==> config.mk <==
export PLATFORM = sky130hd
export DESIGN_NAME = enc_symbol_scheduler
export DESIGN_NICKNAME = d
export VERILOG_FILES = /design/src/rtl/usb4_tx_pkg.sv /design/src/rtl/enc_symbol_scheduler_sym_arbiter.sv /design/src/rtl/enc_symbol_scheduler.sv
export SDC_FILE = /design/constraint.sdc
export NUM_CORES = 1
export LEC_CHECK = 0
export ABC_CLOCK_PERIOD_IN_PS = 2360
export CAP_MARGIN = 20
export CORE_UTILIZATION = 45
export DETAILED_ROUTE_END_ITERATION = 6
export HOLD_SLACK_MARGIN = 0.12
export MAX_ROUTING_LAYER = met4
export PLACE_DENSITY = 0.9
export SLEW_MARGIN = 30
export SYNTH_ARGS = -nofsm -noshare
export SYNTH_HDL_FRONTEND = slang
export SYNTH_SLANG_ARGS = --single-unit
==> constraint.sdc <==
create_clock -name enc_clk -period 2.36 [get_ports enc_clk]
set_input_delay 0.472 -clock enc_clk [delete_from_list [all_inputs] [get_ports enc_clk]]
set_output_delay 0.472 -clock enc_clk [all_outputs]
set_load 0.01 [all_outputs]
==> src/rtl/usb4_tx_pkg.sv <==
// Shared encodings, FSM states and symbol-length helper for the USB4 TX symbol path.
package usb4_tx_pkg;

  localparam int SYM_BYTES_G3 = 16;
  localparam int SYM_BYTES_G2 = 8;
  localparam int CNT_W        = 5;
  localparam int STARVE_W     = 3;

  typedef logic [CNT_W-1:0]    cnt_t;
  typedef logic [STARVE_W-1:0] starve_t;

  localparam starve_t STARVE_MAX = 3'd4;

  localparam logic [1:0] GEN_SPEED_G4   = 2'd0;
  localparam logic [1:0] GEN_SPEED_G3   = 2'd1;
  localparam logic [1:0] GEN_SPEED_G2   = 2'd2;
  localparam logic [1:0] GEN_SPEED_RSVD = 2'd3;

  localparam logic [3:0] D_SEL_TRANSPORT = 4'd8;

  typedef enum logic [1:0] {
    IDLE = 2'd0,
    ARB  = 2'd1,
    XFER = 2'd2
  } state_e;

  // Gen4 runs in byte mode, so every byte is a complete symbol.
  function automatic cnt_t sym_len_f(input logic [1:0] gen_speed);
    case (gen_speed)
      GEN_SPEED_G3: sym_len_f = cnt_t'(SYM_BYTES_G3);
      GEN_SPEED_G2: sym_len_f = cnt_t'(SYM_BYTES_G2);
      default:      sym_len_f = cnt_t'(1);
    endcase
  endfunction

endpackage

==> src/rtl/enc_symbol_scheduler_sym_arbiter.sv <==
// Combinational grant between the ordered-set source and the transport FIFO,
// with a starvation override that forces one TL symbol after STARVE_MAX OS symbols.
module enc_symbol_scheduler_sym_arbiter
  import usb4_tx_pkg::*;
(
  input  logic    arb_en_i,
  input  logic    os_req_i,
  input  logic    tl_req_i,
  input  starve_t starve_cnt_i,
  output logic    grant_os_o,
  output logic    grant_tl_o
);

  logic starved;

  always_comb begin
    grant_os_o = 1'b0;
    grant_tl_o = 1'b0;
    starved    = (starve_cnt_i == STARVE_MAX);
    if (arb_en_i) begin
      if (tl_req_i && starved) begin
        grant_tl_o = 1'b1;
      end else if (os_req_i) begin
        grant_os_o = 1'b1;
      end else if (tl_req_i) begin
        grant_tl_o = 1'b1;
      end
    end
  end

endmodule

==> src/rtl/enc_symbol_scheduler.sv <==
// Sequences OS / TL symbols into the encoder one symbol at a time; grants only
// change on symbol boundaries and a new symbol can start right after the last byte.
module enc_symbol_scheduler
  import usb4_tx_pkg::*;
(
  input  logic       enc_clk,
  input  logic       rst,
  input  logic       enable,
  input  logic [1:0] gen_speed,
  input  logic       os_req,
  input  logic [3:0] os_type,
  input  logic [7:0] os_l0,
  input  logic [7:0] os_l1,
  output logic       os_rd,
  input  logic       tl_req,
  input  logic [7:0] tl_l0,
  input  logic [7:0] tl_l1,
  output logic       tl_rd,
  output logic [7:0] lane_0_tx,
  output logic [7:0] lane_1_tx,
  output logic [3:0] d_sel,
  output logic       enc_en,
  output logic       sym_start,
  output logic       sym_last,
  output state_e     dbg_state
);

  // Handshake: a source raises req only with a whole symbol buffered; while rd is
  // high it presents the current byte pair and advances at the next enc_clk edge.
  state_e     state_q, state_d;
  cnt_t       byte_cnt_q, byte_cnt_d;
  cnt_t       sym_len_q, sym_len_d;
  logic [3:0] sym_dsel_q, sym_dsel_d;
  logic       src_tl_q, src_tl_d;
  starve_t    starve_q, starve_d;

  logic [7:0] lane0_q, lane1_q;
  logic [3:0] d_sel_q;
  logic       enc_en_q, sym_start_q, sym_last_q;

  logic speed_ok, xfer, last_byte, arb_en, grant_os, grant_tl, grant;

  assign speed_ok  = (gen_speed != GEN_SPEED_RSVD);
  assign xfer      = (state_q == XFER) && enable;
  assign last_byte = xfer && (byte_cnt_q == sym_len_q - cnt_t'(1));
  // Arbitrating during the last byte is what removes the gap between symbols.
  assign arb_en    = enable && speed_ok && ((state_q == ARB) || last_byte);
  assign grant     = grant_os || grant_tl;

  enc_symbol_scheduler_sym_arbiter u_sym_arbiter (
    .arb_en_i     (arb_en),
    .os_req_i     (os_req),
    .tl_req_i     (tl_req),
    .starve_cnt_i (starve_q),
    .grant_os_o   (grant_os),
    .grant_tl_o   (grant_tl)
  );

  always_comb begin
    state_d    = state_q;
    byte_cnt_d = byte_cnt_q;
    sym_len_d  = sym_len_q;
    sym_dsel_d = sym_dsel_q;
    src_tl_d   = src_tl_q;
    if (!enable) begin
      state_d    = IDLE;
      byte_cnt_d = '0;
    end else begin
      case (state_q)
        IDLE: begin
          if (speed_ok) state_d = ARB;
        end
        ARB: begin
          if (!speed_ok) state_d = IDLE;
        end
        XFER: begin
          if (last_byte) begin
            byte_cnt_d = '0;
            state_d    = speed_ok ? ARB : IDLE;
          end else begin
            byte_cnt_d = byte_cnt_q + cnt_t'(1);
          end
        end
        default: state_d = IDLE;
      endcase
      if (grant) begin
        state_d    = XFER;
        byte_cnt_d = '0;
        sym_len_d  = sym_len_f(gen_speed);
        sym_dsel_d = grant_tl ? D_SEL_TRANSPORT : os_type;
        src_tl_d   = grant_tl;
      end
    end
  end

  always_comb begin
    starve_d = starve_q;
    if (grant_tl || !tl_req) begin
      starve_d = '0;
    end else if (grant_os && (starve_q != STARVE_MAX)) begin
      starve_d = starve_q + starve_t'(1);
    end
  end

  always_ff @(posedge enc_clk or negedge rst) begin
    if (!rst) begin
      state_q    <= IDLE;
      byte_cnt_q <= '0;
      sym_len_q  <= cnt_t'(1);
      sym_dsel_q <= '0;
      src_tl_q   <= 1'b0;
      starve_q   <= '0;
    end else begin
      state_q    <= state_d;
      byte_cnt_q <= byte_cnt_d;
      sym_len_q  <= sym_len_d;
      sym_dsel_q <= sym_dsel_d;
      src_tl_q   <= src_tl_d;
      starve_q   <= starve_d;
    end
  end

  assign os_rd = xfer && !src_tl_q;
  assign tl_rd = xfer && src_tl_q;

  // Output stage: bytes land one cycle after their rd; disabling clears everything.
  always_ff @(posedge enc_clk or negedge rst) begin
    if (!rst) begin
      lane0_q     <= '0;
      lane1_q     <= '0;
      d_sel_q     <= '0;
      enc_en_q    <= 1'b0;
      sym_start_q <= 1'b0;
      sym_last_q  <= 1'b0;
    end else if (!enable) begin
      lane0_q     <= '0;
      lane1_q     <= '0;
      d_sel_q     <= '0;
      enc_en_q    <= 1'b0;
      sym_start_q <= 1'b0;
      sym_last_q  <= 1'b0;
    end else begin
      enc_en_q    <= xfer;
      sym_start_q <= xfer && (byte_cnt_q == '0);
      sym_last_q  <= last_byte;
      if (xfer) begin
        lane0_q <= src_tl_q ? tl_l0 : os_l0;
        lane1_q <= src_tl_q ? tl_l1 : os_l1;
        d_sel_q <= sym_dsel_q;
      end
    end
  end

  assign lane_0_tx = lane0_q;
  assign lane_1_tx = lane1_q;
  assign d_sel     = d_sel_q;
  assign enc_en    = enc_en_q;
  assign sym_start = sym_start_q;
  assign sym_last  = sym_last_q;
  assign dbg_state = state_q;

endmodule

Yosys cells after proc, flatten, opt, wreduce, memory -nomap -nowiden
Index checks and enable logic that the tools add are counted.
{"block": "op_classes", "n_eq_ne": 13, "reduce_logical": 19, "muxes": 33, "add_sub_neg": 3}
{"cell": "$mux W8", "n": 6}
{"cell": "$mux W5", "n": 4}
{"cell": "$mux W4", "n": 3}
{"cell": "$ne A4 B4 Y1 const B", "n": 3}
{"cell": "$mux W1", "n": 11}
{"cell": "$mux W2", "n": 5}
{"cell": "$pmux W5 S2", "n": 1}
{"cell": "$logic_and A1 B1 Y1", "n": 9}
{"cell": "$mux W3", "n": 2}
{"cell": "$pmux W2 S3", "n": 1}
{"cell": "$add A5 B1 Y5 const B", "n": 1}
{"cell": "$eq A5 B5 Y1", "n": 1}
{"cell": "$logic_not A5 Y1", "n": 1}
{"cell": "$sub A5 B1 Y5 const B", "n": 1}
{"cell": "$eq A2 B1 Y1 const B", "n": 2}
{"cell": "$eq A2 B2 Y1 const B", "n": 2}
{"cell": "$add A3 B1 Y3 const B", "n": 1}
{"cell": "$eq A3 B3 Y1 const B", "n": 1}
{"cell": "$logic_or A1 B1 Y1", "n": 3}
{"cell": "$ne A3 B1 Y1 const B", "n": 1}
{"cell": "$ne A3 B3 Y1 const B", "n": 1}
{"cell": "$reduce_and A3 Y1", "n": 1}
{"cell": "$logic_not A1 Y1", "n": 2}
{"cell": "$logic_not A2 Y1", "n": 1}
{"cell": "4 further kinds", "n": 4}
{"block": "totals", "out_inout_bits": 27, "elab_cells": 80, "regBits": 43}

Longest topological paths before layout
{"block": "logic_depth", "word_depth": 9, "ltp_mapped": 7, "ltp_nobuf": 6}

Cells and area by module
From an unflattened synthesis, not the netlist that was laid out.
{"block": "hier_totals", "cells_unflattened": 205, "hier_area_um2": 2137.0}
{"module": "enc_symbol_scheduler", "area_each_um2": 2105.8, "cells_each": 200, "n_inst": 1}
{"module": "enc_symbol_scheduler_sym_arbiter", "area_each_um2": 31.3, "cells_each": 5, "n_inst": 1}

Worst setup path before layout
OpenSTA, ideal clock, no wires.
{"block": "synth_timing", "kind": "flip-flop to flip-flop", "start": "register sym_len_q[0]", "end": "register sym_dsel_q[3]", "setup_ps": 125, "arrival_ps": 1847, "path_stages_with_launch": 7, "slack_ps": 388, "n_path_buf": 0, "required_ps": 2235, "path_cell_list": "dfstp_2 > inv_1 > ha_1 > xnor3_1 > o2111ai_4 > a21oi_4 > mux2_2"}
{"block": "synth_between", "elab_chain_cells": 8}
{"item": "from (decl)", "line": "enc_symbol_scheduler.sv:32", "rtl": "cnt_t sym_len_q, sym_len_d;"}
{"item": "from (signal assigned)", "line": "enc_symbol_scheduler.sv:109", "rtl": "sym_len_q <= cnt_t'(1);"}
{"item": "from (signal assigned)", "line": "enc_symbol_scheduler.sv:116", "rtl": "sym_len_q <= sym_len_d;"}
{"item": "$sub A5 B1 Y5 *", "line": "enc_symbol_scheduler.sv:45", "rtl": "assign last_byte = xfer && (byte_cnt_q == sym_len_q - cnt_t'(1));"}
{"item": "$eq A5 B5 Y1 *", "line": "enc_symbol_scheduler.sv:45"}
{"item": "$logic_and A1 B1 Y1 *", "line": "enc_symbol_scheduler.sv:45"}
{"item": "$logic_or A1 B1 Y1 *", "line": "enc_symbol_scheduler.sv:47", "rtl": "assign arb_en = enable && speed_ok && ((state_q == ARB) || last_byte);"}
{"item": "$logic_and A1 B1 Y1 *", "line": "enc_symbol_scheduler.sv:47"}
{"item": "$mux W1", "line": "enc_symbol_scheduler_sym_arbiter.sv:20", "rtl": "if (arb_en_i) begin"}
{"item": "$logic_or A1 B1 Y1", "line": "enc_symbol_scheduler.sv:48", "rtl": "assign grant = grant_os || grant_tl;"}
{"item": "$reduce_and A2 Y1 (no source line)"}
{"item": "to (signal assigned)", "line": "enc_symbol_scheduler.sv:117", "rtl": "sym_dsel_q <= sym_dsel_d;"}
{"item": "to (decl)", "line": "enc_symbol_scheduler.sv:33", "rtl": "logic [3:0] sym_dsel_q, sym_dsel_d;"}
Every way passes the cells marked *; elsewhere a longest branch is shown, timed or not.
A chain may end at the register's enable or synchronous reset.

Final worst setup path
{"block": "layout_timing", "start": "input port enable", "end": "output port os_rd"}
{"block": "layout_between", "elab_chain_cells": 2}
{"item": "from (decl)", "line": "enc_symbol_scheduler.sv:8", "rtl": "input logic enable,"}
{"item": "$logic_and A1 B1 Y1", "line": "enc_symbol_scheduler.sv:44", "rtl": "assign xfer = (state_q == XFER) && enable;"}
{"item": "$logic_and A1 B1 Y1", "line": "enc_symbol_scheduler.sv:123", "rtl": "assign os_rd = xfer && !src_tl_q;"}
{"item": "to (decl)", "line": "enc_symbol_scheduler.sv:14", "rtl": "output logic os_rd,"}
Every way passes these cells.

==> flow_summary.json <==
{
  "status": "finished clean",
  "layout-drive-gt1-share_pct": 11.31,
  "pre_cts_ws_ns": 0.07347,
  "wirelength_met1_mm": 1.815,
  "gp_congestion": 0.7770,
  "dieArea_um2": 4908,
  "postRouteWirelength_mm": 4.382,
  "synthTopCellsByArea": "dfrtp_1 48%, mux2i_1 10%, o21ai_0 5.3%",
  "antenna_cells": 0,
  "slew_viol_final": 0,
  "fin_crit_ns": 2.284,
  "multi_input_area_um2": 949.7,
  "cp.arrival_ns": 1.81,
  "path_clk_slew_ns": 0.08,
  "rr_worst_depth": 7,
  "area_growth_pct": 42.56,
  "grt_pass1_wl_mm": 7.521,
  "yosys_warnings": 0,
  "fillers": 356,
  "worstSetupEndpointType": "primary output",
  "final_nets": 325,
  "netlist_instances": 197,
  "hp-class": "in2async",
  "die_y_um": 70.06,
  "start_kind": "input port",
  "setup.worst_path.class": "in2out",
  "grt_antenna_before_repair": 0,
  "post-route-period-util_pct": 96.78,
  "yosysTopAreaCell": "dfrtp_1",
  "syn_area_per_cell_um2": 10.58,
  "cp_max_fo": 6,
  "synth_cell_types": 40,
  "synth_edf_count": 0,
  "dp_hpwl_mm": 3.383,
  "port_buffers": 69,
  "fin_area_um2": 2972,
  "dpl_cell_area_um2": 2863,
  "worst_slew_pin_slew_ns": 0.5002,
  "relSlewSlack_pct": 66.65,
  "cts_root_buf": "clkbuf_8",
  "dr_wl_met2_mm": 2.262,
  "synth_most_common_cell": "dfrtp_1",
  "powerDensity_nw_per_um2": 612.5,
  "fin_worst_skew_ns": 0.007452,
  "clkSinkCount": 41,
  "netlist_top_cells_count": "40 x dfrtp_1, 29 x nand2_1, 22 x o21ai_0",
  "r2r-start": "sym_len_q[0]$_DFFE_PN1P_",
  "synth_seq_area_share_pct": 49.28,
  "hold_viol_final": 0,
  "regArea_um2": 1027,
  "synthesis.area_um2": 2084,
  "synth_seq_cells": 41,
  "syn-num-nets": 248,
  "fmax_ghz": 0.4378,
  "vias": 1713,
  "first_global_vias": 1727,
  "path_common_cell": "clkdlybuf4s50_1",
  "dr_wl_met3_um": 249,
  "core_um2": 4414,
  "dr.pass1.iters": 4,
  "async_flop_share_pct": 100.0,
  "cts_tree": "yes",
  "crit_start": "enable",
  "worstPathRequired_ns": 1.89,
  "grt_overflow": 0,
  "drc_errors": 0,
  "avgViaCountPerCell": 5.255,
  "slowest_stage": "clkdlybuf4s50_1",
  "synth_top_area_share_pct": 48.02,
  "die-width_um": 70.06,
  "drt_iter0_markers": 70,
  "drv_cap": 0,
  "initial_core_util_pct": 47.22,
  "ys.flop_type": "dfrtp_1",
  "grt_max_degree": 42,
  "rsz0062_at_grt": "no",
  "finalSetupTns_ns": 0,
  "ant_nets": 0,
  "grt.total_usage_pct": 20.05,
  "top_layer": "met4",
  "clock_latency_ns": 0.29,
  "clock_path_buffers": 2,
  "leakagePower_nw": 1.367,
  "wl_per_cell_um": 13.44,
  "rows": 24,
  "pin_count": 70,
  "cp_slowest_stage_delay_ns": 0.57,
  "numCtsBuffers": 5,
  "htreeDepth": 2,
  "setup_viol": 0,
  "crit_chain": "clkdlybuf4s50_1, nand3b_4, nor2_1, clkdlybuf4s50_1",
  "worst_slack_ns": 0.07603,
  "max-vdd-ir-drop_uv": 407.2
}
## through the flow
| stage | instances | hold WS, ns | power, mW | util [%] |
|---|---|---|---|---|
| 6_report | 326 | 0.1419 | 1.820 | 67.32 |
| 5_1_grt | 326 | 0.1762 | 1.919 | 67.32 |
| 4_1_cts | 326 | 0.3246 | 1.839 | 67.21 |
| 3_5_place_dp | 319 | 0.4703 | 1.305 | 64.85 |
| 3_3_place_gp | 319 | 0.4615 | 1.287 | 64.85 |
| 2_1_floorplan | 197 | 0.1764 | 1.103 | - |
## logic make-up (layout without fill, tap and decap cells)
kind of cell / count (synthesis) / count (layout) / share of synthesized area, %
flip-flops: 41 / 41 / 49.28
multiplexers: 25 / 25 / 12.24
AO/OA/AOI/OAI: 40 / 40 / 12.85
buffers and inverters: 25 / 102 / 5.342
XOR/XNOR: 2 / 2 / 1.501
adder cells (fa/ha/maj): 8 / 8 / 4.802
AND/OR/NAND/NOR: 56 / 56 / 13.99
## routing by layer
metal / up-vias / global-route usage [%]
met1: 833 / 22.90
li1: 828 / -
met4: 0 / 6.000
met5: - / -
met3: 6 / 5.483
met2: 46 / 34.40
## timing repair
item	CTS	global route
hold endpoints to repair	0	0
hold buffers	0	0
setup buffers	0	0
resized for setup	0	1
setup endpoints to repair	0	1
## layout by cell type, fill, tap and decap left out, types with 2 or more instances in the layout
master / count
clkdlybuf4s50_1: 67
dfrtp_1: 40
nand2_1: 29
o21ai_0: 22
mux2i_1: 21
inv_1: 15
buf_4: 11
ha_1: 8
nand3_1: 5
clkbuf_8: 5
nor2_1: 4
mux2_2: 4
nand2b_1: 3
a21oi_1: 3
nor3_1: 3
nor4_1: 2
and3_1: 2
nand4b_1: 2
a31oi_1: 2
a21o_1: 2
## final cells by class
| cell class | instances | area share [%] |
|---|---|---|
| clock buffer | 5 | 2.316 |
| clock inverter | 2 | 1.179 |
| inverter | 16 | 2.021 |
| multi-input combinational | 131 | 31.96 |
| sequential | 41 | 34.57 |
| tap | 52 | 2.189 |
| timing repair buffer | 79 | 25.77 |
## worst paths after layout
path | end | slack [ns]
worst min register to register | lane_1_tx[4]$_DFFE_PN0P_ | 0.49
worst min-delay path | d_sel[3]$_DFFE_PN0P_ | 0.14
worst max register to register | sym_dsel_q[2]$_DFFE_PN0P_ | 0.19
min in group enc_clk | lane_1_tx[4]$_DFFE_PN0P_ | 0.49
worst max-delay path | os_rd | 0.08
max in group asynchronous | sym_len_q[0]$_DFFE_PN1P_ | 1.86
## flip-flops by register name, summed over array words and instances (netlist names)
signal      cells
byte_cnt_q      5
d_sel           4
dbg_state       2
enc_en          1
lane_0_tx       8
lane_1_tx       8
src_tl_q        1
starve_q        3
sym_dsel_q      4
sym_last        1
sym_len_q       3
sym_start       1
## critical path: cells and delay by family
kind / cells / cell delay (ns)
buf+inv: 2 / 1.10
simple gates: 2 / 0.24
## power by group
| part | switching [mW] | internal, mW | total [mW] |
|---|---|---|---|
| clock | 0.229 | 0.307 | 0.536 |
| combinational | 0.207 | 0.256 | 0.463 |
| sequential | 0.0437 | 0.777 | 0.821 |
| total | 0.480 | 1.34 | 1.82 |
(Power assumes the default switching activity.)
